$ cat src/rtl/bcnn_filter_sched.sv
// bcnn_filter_sched: replays one binarized 3x3 window against a bank of
// binary filters through a single shared BCNN neuron, collects the 1-bit
// results as their tags leave the latency pipe, and emits one packed vector.
module bcnn_filter_sched #(
  parameter  int N_FILT = 8,
  parameter  int LAT    = 1,
  localparam int FW     = (N_FILT > 1) ? $clog2(N_FILT) : 1
) (
  input  logic              clk_in,
  input  logic              reset_in,
  input  logic              cfg_we,
  input  logic [FW-1:0]     cfg_addr,
  input  logic [8:0]        cfg_weight,
  input  logic [3:0]        cfg_bias,
  input  logic              win_valid,
  output logic              win_ready,
  input  logic [8:0]        win_data,
  output logic              out_valid,
  input  logic              out_ready,
  output logic [N_FILT-1:0] out_vec,
  output logic [8:0]        bc_data,
  output logic [8:0]        bc_weight,
  output logic [3:0]        bc_bias,
  input  logic              bc_result,
  output logic              busy
);

  typedef enum logic [1:0] {IDLE, ISSUE, DRAIN, HOLD} state_t;

  localparam logic [FW-1:0] LAST_F = FW'(N_FILT - 1);
  localparam logic [FW:0]   NUM_F  = (FW+1)'(N_FILT);

  state_t              state_q;
  logic [8:0]          wgt_q  [N_FILT];
  logic [3:0]          bias_q [N_FILT];
  logic [8:0]          win_q;
  logic [FW-1:0]       f_q;
  logic [FW-1:0]       f_d;
  logic [LAT-1:0]      tag_vld_q;
  logic [FW-1:0]       tag_idx_q [LAT];
  logic [N_FILT-1:0]   out_vec_q;
  logic                out_valid_q;
  logic [8:0]          bc_data_q;
  logic [8:0]          bc_weight_q;
  logic [3:0]          bc_bias_q;
  logic                cfg_ok;

  assign f_d       = f_q + FW'(1);
  assign cfg_ok    = cfg_we && (state_q == IDLE) && ({1'b0, cfg_addr} < NUM_F);

  assign win_ready = (state_q == IDLE);
  assign busy      = (state_q != IDLE);
  assign out_valid = out_valid_q;
  assign out_vec   = out_vec_q;
  assign bc_data   = bc_data_q;
  assign bc_weight = bc_weight_q;
  assign bc_bias   = bc_bias_q;

  // Filter register file; only writable while idle so a window in flight
  // always sees one consistent set of weights.
  always_ff @(posedge clk_in or negedge reset_in) begin
    if (!reset_in) begin
      for (int i = 0; i < N_FILT; i++) begin
        wgt_q[i]  <= '0;
        bias_q[i] <= '0;
      end
    end else if (cfg_ok) begin
      wgt_q[cfg_addr]  <= cfg_weight;
      bias_q[cfg_addr] <= cfg_bias;
    end
  end

  // Scheduler FSM: issue one filter per cycle, tag each issue, capture the
  // neuron result when its tag falls out of the pipe, then hold the vector.
  always_ff @(posedge clk_in or negedge reset_in) begin
    if (!reset_in) begin
      state_q     <= IDLE;
      win_q       <= '0;
      f_q         <= '0;
      tag_vld_q   <= '0;
      for (int i = 0; i < LAT; i++) begin
        tag_idx_q[i] <= '0;
      end
      out_vec_q   <= '0;
      out_valid_q <= 1'b0;
      bc_data_q   <= '0;
      bc_weight_q <= '0;
      bc_bias_q   <= '0;
    end else begin
      tag_vld_q[0] <= 1'b0;
      for (int i = 1; i < LAT; i++) begin
        tag_vld_q[i] <= tag_vld_q[i-1];
        tag_idx_q[i] <= tag_idx_q[i-1];
      end
      if (tag_vld_q[LAT-1]) begin
        out_vec_q[tag_idx_q[LAT-1]] <= bc_result;
      end
      case (state_q)
        IDLE: begin
          if (win_valid) begin
            win_q     <= win_data;
            out_vec_q <= '0;
            f_q       <= '0;
            state_q   <= ISSUE;
          end
        end
        ISSUE: begin
          bc_data_q    <= win_q;
          bc_weight_q  <= wgt_q[f_q];
          bc_bias_q    <= bias_q[f_q];
          tag_vld_q[0] <= 1'b1;
          tag_idx_q[0] <= f_q;
          if (f_q == LAST_F) begin
            state_q <= DRAIN;
          end else begin
            f_q <= f_d;
          end
        end
        DRAIN: begin
          if (tag_vld_q == '0) begin
            out_valid_q <= 1'b1;
            state_q     <= HOLD;
          end
        end
        HOLD: begin
          if (out_ready) begin
            out_valid_q <= 1'b0;
            state_q     <= IDLE;
          end
        end
        default: state_q <= IDLE;
      endcase
    end
  end

endmodule

$ cat config.mk
export PLATFORM = sky130hd
export DESIGN_NAME = bcnn_filter_sched
export DESIGN_NICKNAME = d
export VERILOG_FILES = /design/src/rtl/bcnn_filter_sched.sv
export SDC_FILE = /design/constraint.sdc
export NUM_CORES = 1
export LEC_CHECK = 0
export CAP_MARGIN = 40
export CELL_PAD_IN_SITES_DETAIL_PLACEMENT = 0
export CELL_PAD_IN_SITES_GLOBAL_PLACEMENT = 1
export CORE_MARGIN = 2
export CORE_UTILIZATION = 45
export CTS_CLUSTER_DIAMETER = 100
export DETAILED_ROUTE_END_ITERATION = 10
export GPL_ROUTABILITY_DRIVEN = 1
export PLACE_DENSITY_LB_ADDON = 0.1
export SYNTH_ARGS = -nofsm -noshare
export SYNTH_HDL_FRONTEND = slang
export SYNTH_SLANG_ARGS = --single-unit
$ cat constraint.sdc
create_clock -name clk_in -period 2.24 [get_ports clk_in]
set_input_delay 0.224 -clock clk_in [delete_from_list [all_inputs] [get_ports clk_in]]
set_output_delay 0.224 -clock clk_in [all_outputs]
set_load 0.005 [all_outputs]
After elaboration in Yosys (flattened, before gate mapping):

Index checks and enable logic that the tools add are counted.

* logic and storage cells: 84
* output and inout port bits: 33
* input bits: 31
* flip-flop bits (word level): 153

* magnitude comparators: 5
* bitwise operators: 2
* add/subtract/negate cells: 1
* eq/ne operators: 9
* reductions and logical operators: 11
* multiplexer cells: 30

Operators by type and width (count)
* bitwise mux 72 bit: 1
* bitwise mux 32 bit: 1
* binary-select mux 9 bit (select 3 bit): 1
* demux 9 bit (select 3 bit): 1
* 2-to-1 mux 9 bit: 3
* 2-to-1 mux 8 bit: 3
* binary-select mux 4 bit (select 3 bit): 1
* demux 4 bit (select 3 bit): 1
* 2-to-1 mux 4 bit: 3
* != test 2 bit, second input constant: 5
* bitwise mux 8 bit: 1
* >= comparator 4 bit, second input constant: 2
* 2-to-1 mux 2 bit: 4
* NOT 3 -> 4 bit: 2
* one-hot mux 2 bit (4 select lines): 1
* 2-to-1 mux 3 bit: 2
* one-hot mux 3 bit (2 select lines): 1
* AND reduction 3 bit: 2
* nonzero test 2 bit: 3
* == test 2 bit, second input constant: 2
* less-than comparator 3 x 4 -> 1 bit, second input constant: 1
* less-than comparator 4 x 1 -> 1 bit, second input constant: 1
* 2-to-1 mux 1 bit: 4
* AND reduction 4 bit: 1
* 9 further kinds: 11

Depth between registers and ports, before layout:

* depth after elaboration: 8
* depth in mapped cells: 7
* gate-level depth less buffers: 5

Worst setup path after synthesis:

Ideal clock, no wire load.

* path type: reg-to-reg
* start: register state_q[0]
* end: register bias_q[28] (netlist bit)
* buffers on the path: 2
* stages on the path, launching flop included: 8
* setup time: 0.125 ns
* clock period less this slack: 1.915 ns
* arrival: 1.790 ns
* required time: 2.115 ns
* path slack: 0.325 ns
* path through: dfrtp_1 > inv_1 > ha_1 > nand3b_2 > or3_1 > buf_6 > buf_12 > mux2_4

* cells in the longest elaborated chain, start to end: 2

Ends and longest elaborated chain
* start, declared: line 33 `state_t state_q;`
* start signal, assigned: line 77 `state_q <= IDLE;`
* start signal, assigned: line 104 `state_q <= ISSUE;`
* start signal, assigned: line 114 `state_q <= DRAIN;`
* zero test 2 bit
* net win_ready: line 16 `output logic win_ready,`
* logical AND 1 bit: line 49 `assign cfg_ok = cfg_we && (state_q == IDLE) && ({1'b0, cfg_addr} < NUM_F);`
* end signal, assigned by index: line 69 `bias_q[cfg_addr] <= cfg_bias;`
* end, declared: line 35 `logic [3:0] bias_q [N_FILT];`

The timed path passes the listed nets, and every way through them passes these cells.
A chain may end at the register's enable or synchronous reset.

Worst setup path in the final report:

* start: register state_q[0]
* end: output port busy

* cells in the longest elaborated chain, start to end: 1

Ends and longest elaborated chain
* nonzero test 2 bit: line 52 `assign busy = (state_q != IDLE);`
* end, declared: line 25 `output logic busy`

No other way between the ends.

==> summary.md <==
| Metric | Value |
|---|---|
| Cell row count | `44` |
| WP data arrival | `1.93 ns` |
| Largest net degree at the start of global routing | `61` |
| Failing checks | `DRC` |
| Final nets | `566` |
| H-tree levels | `4` |
| Sequential-to-total area share from yosys stat | `56.3%` |
| Post-Syn Area | `6800 sq um` |
| Int Power | `7.67 mW` |
| Height of the die | `127 um` |
| Yosys cell types | `39` |
| Seq cells post-synth | `153` |
| Final worst-path cycle share | `96.2%` |
| Crit path launch type | `flip-flop` |
| Avg Synthesized Cell Area | `15.2 sq um` |
| Post-route ant nets | `0` |
| Via count | `4045` |
| Sw Ratio | `28.5%` |
| Commonest non-fill, non-tap cell in the layout | `dfrtp_1` |
| Clock tree buffer depth | `2` |
| Antenna violations before repair | `0` |
| Post-CTS Resized | `0` |
| Status | `finished, violations left` |
| Worst Tran Pin Value | `0.572 ns` |
| Worst hold path class | `in2async` |
| Share of layout cells above drive strength 1 | `37.2%` |
| DRC | `1` |
| Iter 0 DRT Violations | `211` |
| Sink Count | `153` |
| Clk pwr share | `24.9%` |
| Worst EP required | `2.02 ns` |
| Final hold violations | `0` |
| Drt wl/cell | `20.2 um` |
| HPWL after detailed placement | `9.38 mm` |
| Post-Syn Instances | `446` |
| Total Power | `10.7 mW` |
| Max-Cap Viols | `0` |
| Total GRT Usage | `19.5%` |
| Fin crit period | `2.15 ns` |
| Chip width | `127 um` |
| Filler cells | `1193` |
| Peak supply drop | `0.662 mV` |
| Flop pwr share | `42.5%` |
| Yosys Warn Count | `0` |
| CTS tree | `done` |
| Leak | `3.75 nW` |
| Worst reg-to-reg path cell count | `6` |
| Drt pass-1 iters | `7` |
| RSZ-0062 raised after global routing | `false` |
| I/O Pins | `64` |
| Clk_lat worst skew | `0.41 ns` |
| Vias in the first global route | `4289` |
| First-pass GRT wire length | `23.8 mm` |
| Design Area, Final | `8290 sq um` |
| Number of setup violations in the final report | `0` |
| CP endpoint kind | `output port` |
| Root buf cell | `clkbuf_16` |
| CP max FO | `6` |
| Die ar. | `16100 sq um` |
| Clk_skew | `0.00588 ns` |
| Area of placed instances | `7720 sq um` |
| Type of the worst setup path | `reg2out` |
| Final setup TNS | `0 ns` |
| Pwr Density | `1290 nW/um^2` |
| Final wirelength | `14.6 mm` |
| Mapped Nets | `484` |
| Clk slew on worst S/H paths | `0.06 ns` |
| Routability cong. | `0.717` |
| Vias per std cell | `5.58` |
| Core area | `14600 sq um` |
| Area Overhead vs Synth | `22.0%` |
| Slew HR | `61.8%` |
| Inserted Diodes | `0` |
| Fmax | `464 MHz` |
| Starting Density | `46.4%` |
| Most frequent cells in the layout | `dfrtp_1, mux2_2, clkdlybuf4s50_1` |
| GR Overflow Total | `0` |
| Switching pwr | `3.06 mW` |
| Comb pwr share | `32.6%` |
| Number of port buffers | `63` |
| CTS Buf Count | `17` |
| Final Max Tran Viols | `0` |
==> cells by family (layout without fill, tap and decap cells) <==
logic type / count (synthesis) / in the layout / synth area share (%)
simple gates: 47 / 47 / 4.14
flops: 153 / 153 / 56.3
compound gates: 36 / 36 / 4.20
mux: 173 / 173 / 31.3
fa+ha+maj: 7 / 7 / 1.29
buf+inv: 30 / 125 / 2.74
==> power groups by stage <==
stage          clock (mW)  sequential [mW]  combinational (mW)
2_1_floorplan           0             4.38                2.44
3_5_place_dp            0             4.60                3.54
5_1_grt              2.87             4.71                3.81
6_report             2.67             4.56                3.50
4_1_cts              2.74             4.56                3.55
3_3_place_gp            0             4.54                3.44
==> layout make-up <==
cell class	instances	area, sq um	share of cell area (%)
Clock buffer	20	457	5.51
Clock inverter	12	101	1.22
Inverter	4	15.0	0.181
Multi-Input combinational cell	263	2780	33.5
Sequential cell	153	3830	46.2
Tap cell	184	230	2.78
Timing Repair Buffer	89	880	10.6
==> Yosys cell counts <==
| master | number | share of area (%) |
|---|---|---|
| buf_2 | 12 | 0.88 |
| mux2i_1 | 35 | 5.2 |
| mux2_2 | 105 | 17 |
| or3b_2 | 1 | 0.13 |
| clkbuf_1 | 8 | 0.44 |
| buf_6 | 3 | 0.50 |
| mux2_4 | 20 | 4.4 |
| or3_1 | 2 | 0.18 |
| dfrtp_1 | 153 | 56 |
| a22o_1 | 2 | 0.26 |
| nand3b_2 | 1 | 0.17 |
| and2_2 | 1 | 0.11 |
| buf_4 | 1 | 0.11 |
| nor4b_1 | 1 | 0.13 |
| a31o_2 | 1 | 0.13 |
| nand2b_1 | 6 | 0.55 |
| a22oi_1 | 1 | 0.11 |
| nand2_1 | 4 | 0.22 |
| nor2b_1 | 1 | 0.092 |
| nor2_1 | 16 | 0.88 |
| a221o_1 | 13 | 1.9 |
| clkinv_1 | 1 | 0.055 |
| o22ai_1 | 14 | 1.3 |
| nand3_1 | 1 | 0.074 |
| buf_12 | 2 | 0.59 |
| nand4b_1 | 3 | 0.39 |
| ha_1 | 7 | 1.3 |
| and2_1 | 1 | 0.092 |
| mux4_2 | 13 | 4.3 |
| nor4bb_1 | 3 | 0.44 |
| nand3_2 | 1 | 0.15 |
| o21ai_0 | 1 | 0.074 |
| inv_1 | 3 | 0.17 |
| nand4_1 | 2 | 0.18 |
| a31oi_1 | 2 | 0.18 |
| and3b_1 | 1 | 0.13 |
| o2bb2ai_1 | 1 | 0.13 |
| a21o_1 | 1 | 0.11 |
| nand3b_1 | 2 | 0.22 |
==> metal layers <==
metal / GRT usage (%) / routed length (um) / share of wire (%) / vias to the layer above
met4: 4.78 / 181 / 1.2 / 0
met1: 28.4 / 7210 / 49 / 2128
met3: 4.89 / 531 / 3.6 / 15
li1: - / - / - / 1831
met2: 29.4 / 6720 / 46 / 71
met5: 0 / 0 / 0 / -
==> flip-flops by register name (all words and copies together) (netlist names) <==
register   cells
bias_q        32
out_vec        8
tag_idx_q      3
f_q            3
bc_bias        4
out_valid      1
win_q          9
state_q        2
bc_data        9
tag_vld_q      1
bc_weight      9
wgt_q         72
==> worst max-delay path, stage by stage, from the launching register on <==
cell,delay [ns]
dfrtp_1,0.37
inv_1,0.09
ha_1,0.28
buf_4,0.18
inv_1,0.09
clkdlybuf4s50_1,0.51
==> final timing paths <==
| path | start | end | slack [ns] |
|---|---|---|---|
| setup / recovery | state_q[0]$_DFFE_PN0P_ | busy | 0.09 |
| min in group clk_in | out_ready | out_valid$_DFFE_PN0P_ | 0.42 |
| hold reg to reg | win_q[4]$_DFFE_PN0P_ | bc_data[4]$_DFFE_PN0P_ | 0.50 |
| max in group asynchronous | reset_in | out_vec[4]$_DFF_PN0_ | 1.17 |
| hold / removal | reset_in | out_vec[1]$_DFF_PN0_ | 0.35 |
| setup reg to reg | state_q[0]$_DFFE_PN0P_ | wgt_q[30]$_DFFE_PN0P_ | 0.31 |
==> metrics by stage <==
stage	util [%]	setup slack, ns	hold WS, ns	cells
final	56.6	0.0851	0.354	725
after global routing	56.6	0.00396	0.396	725
after CTS	56.6	0.0473	0.363	724
after detailed placement	52.7	0.308	0.242	691
after global placement	52.7	0.342	0.240	691
after floorplan	-	0.325	-0.0716	446
==> timing repair <==
| action | CTS | global route |
|---|---|---|
| setup buffers | 0 | 1 |
| hold buffers | 1 | 0 |
| endpoints found under the hold margin | 56 | 0 |
| setup endpoints to repair | 0 | 1 |
Note: power is estimated with default switching activity, not from simulation.
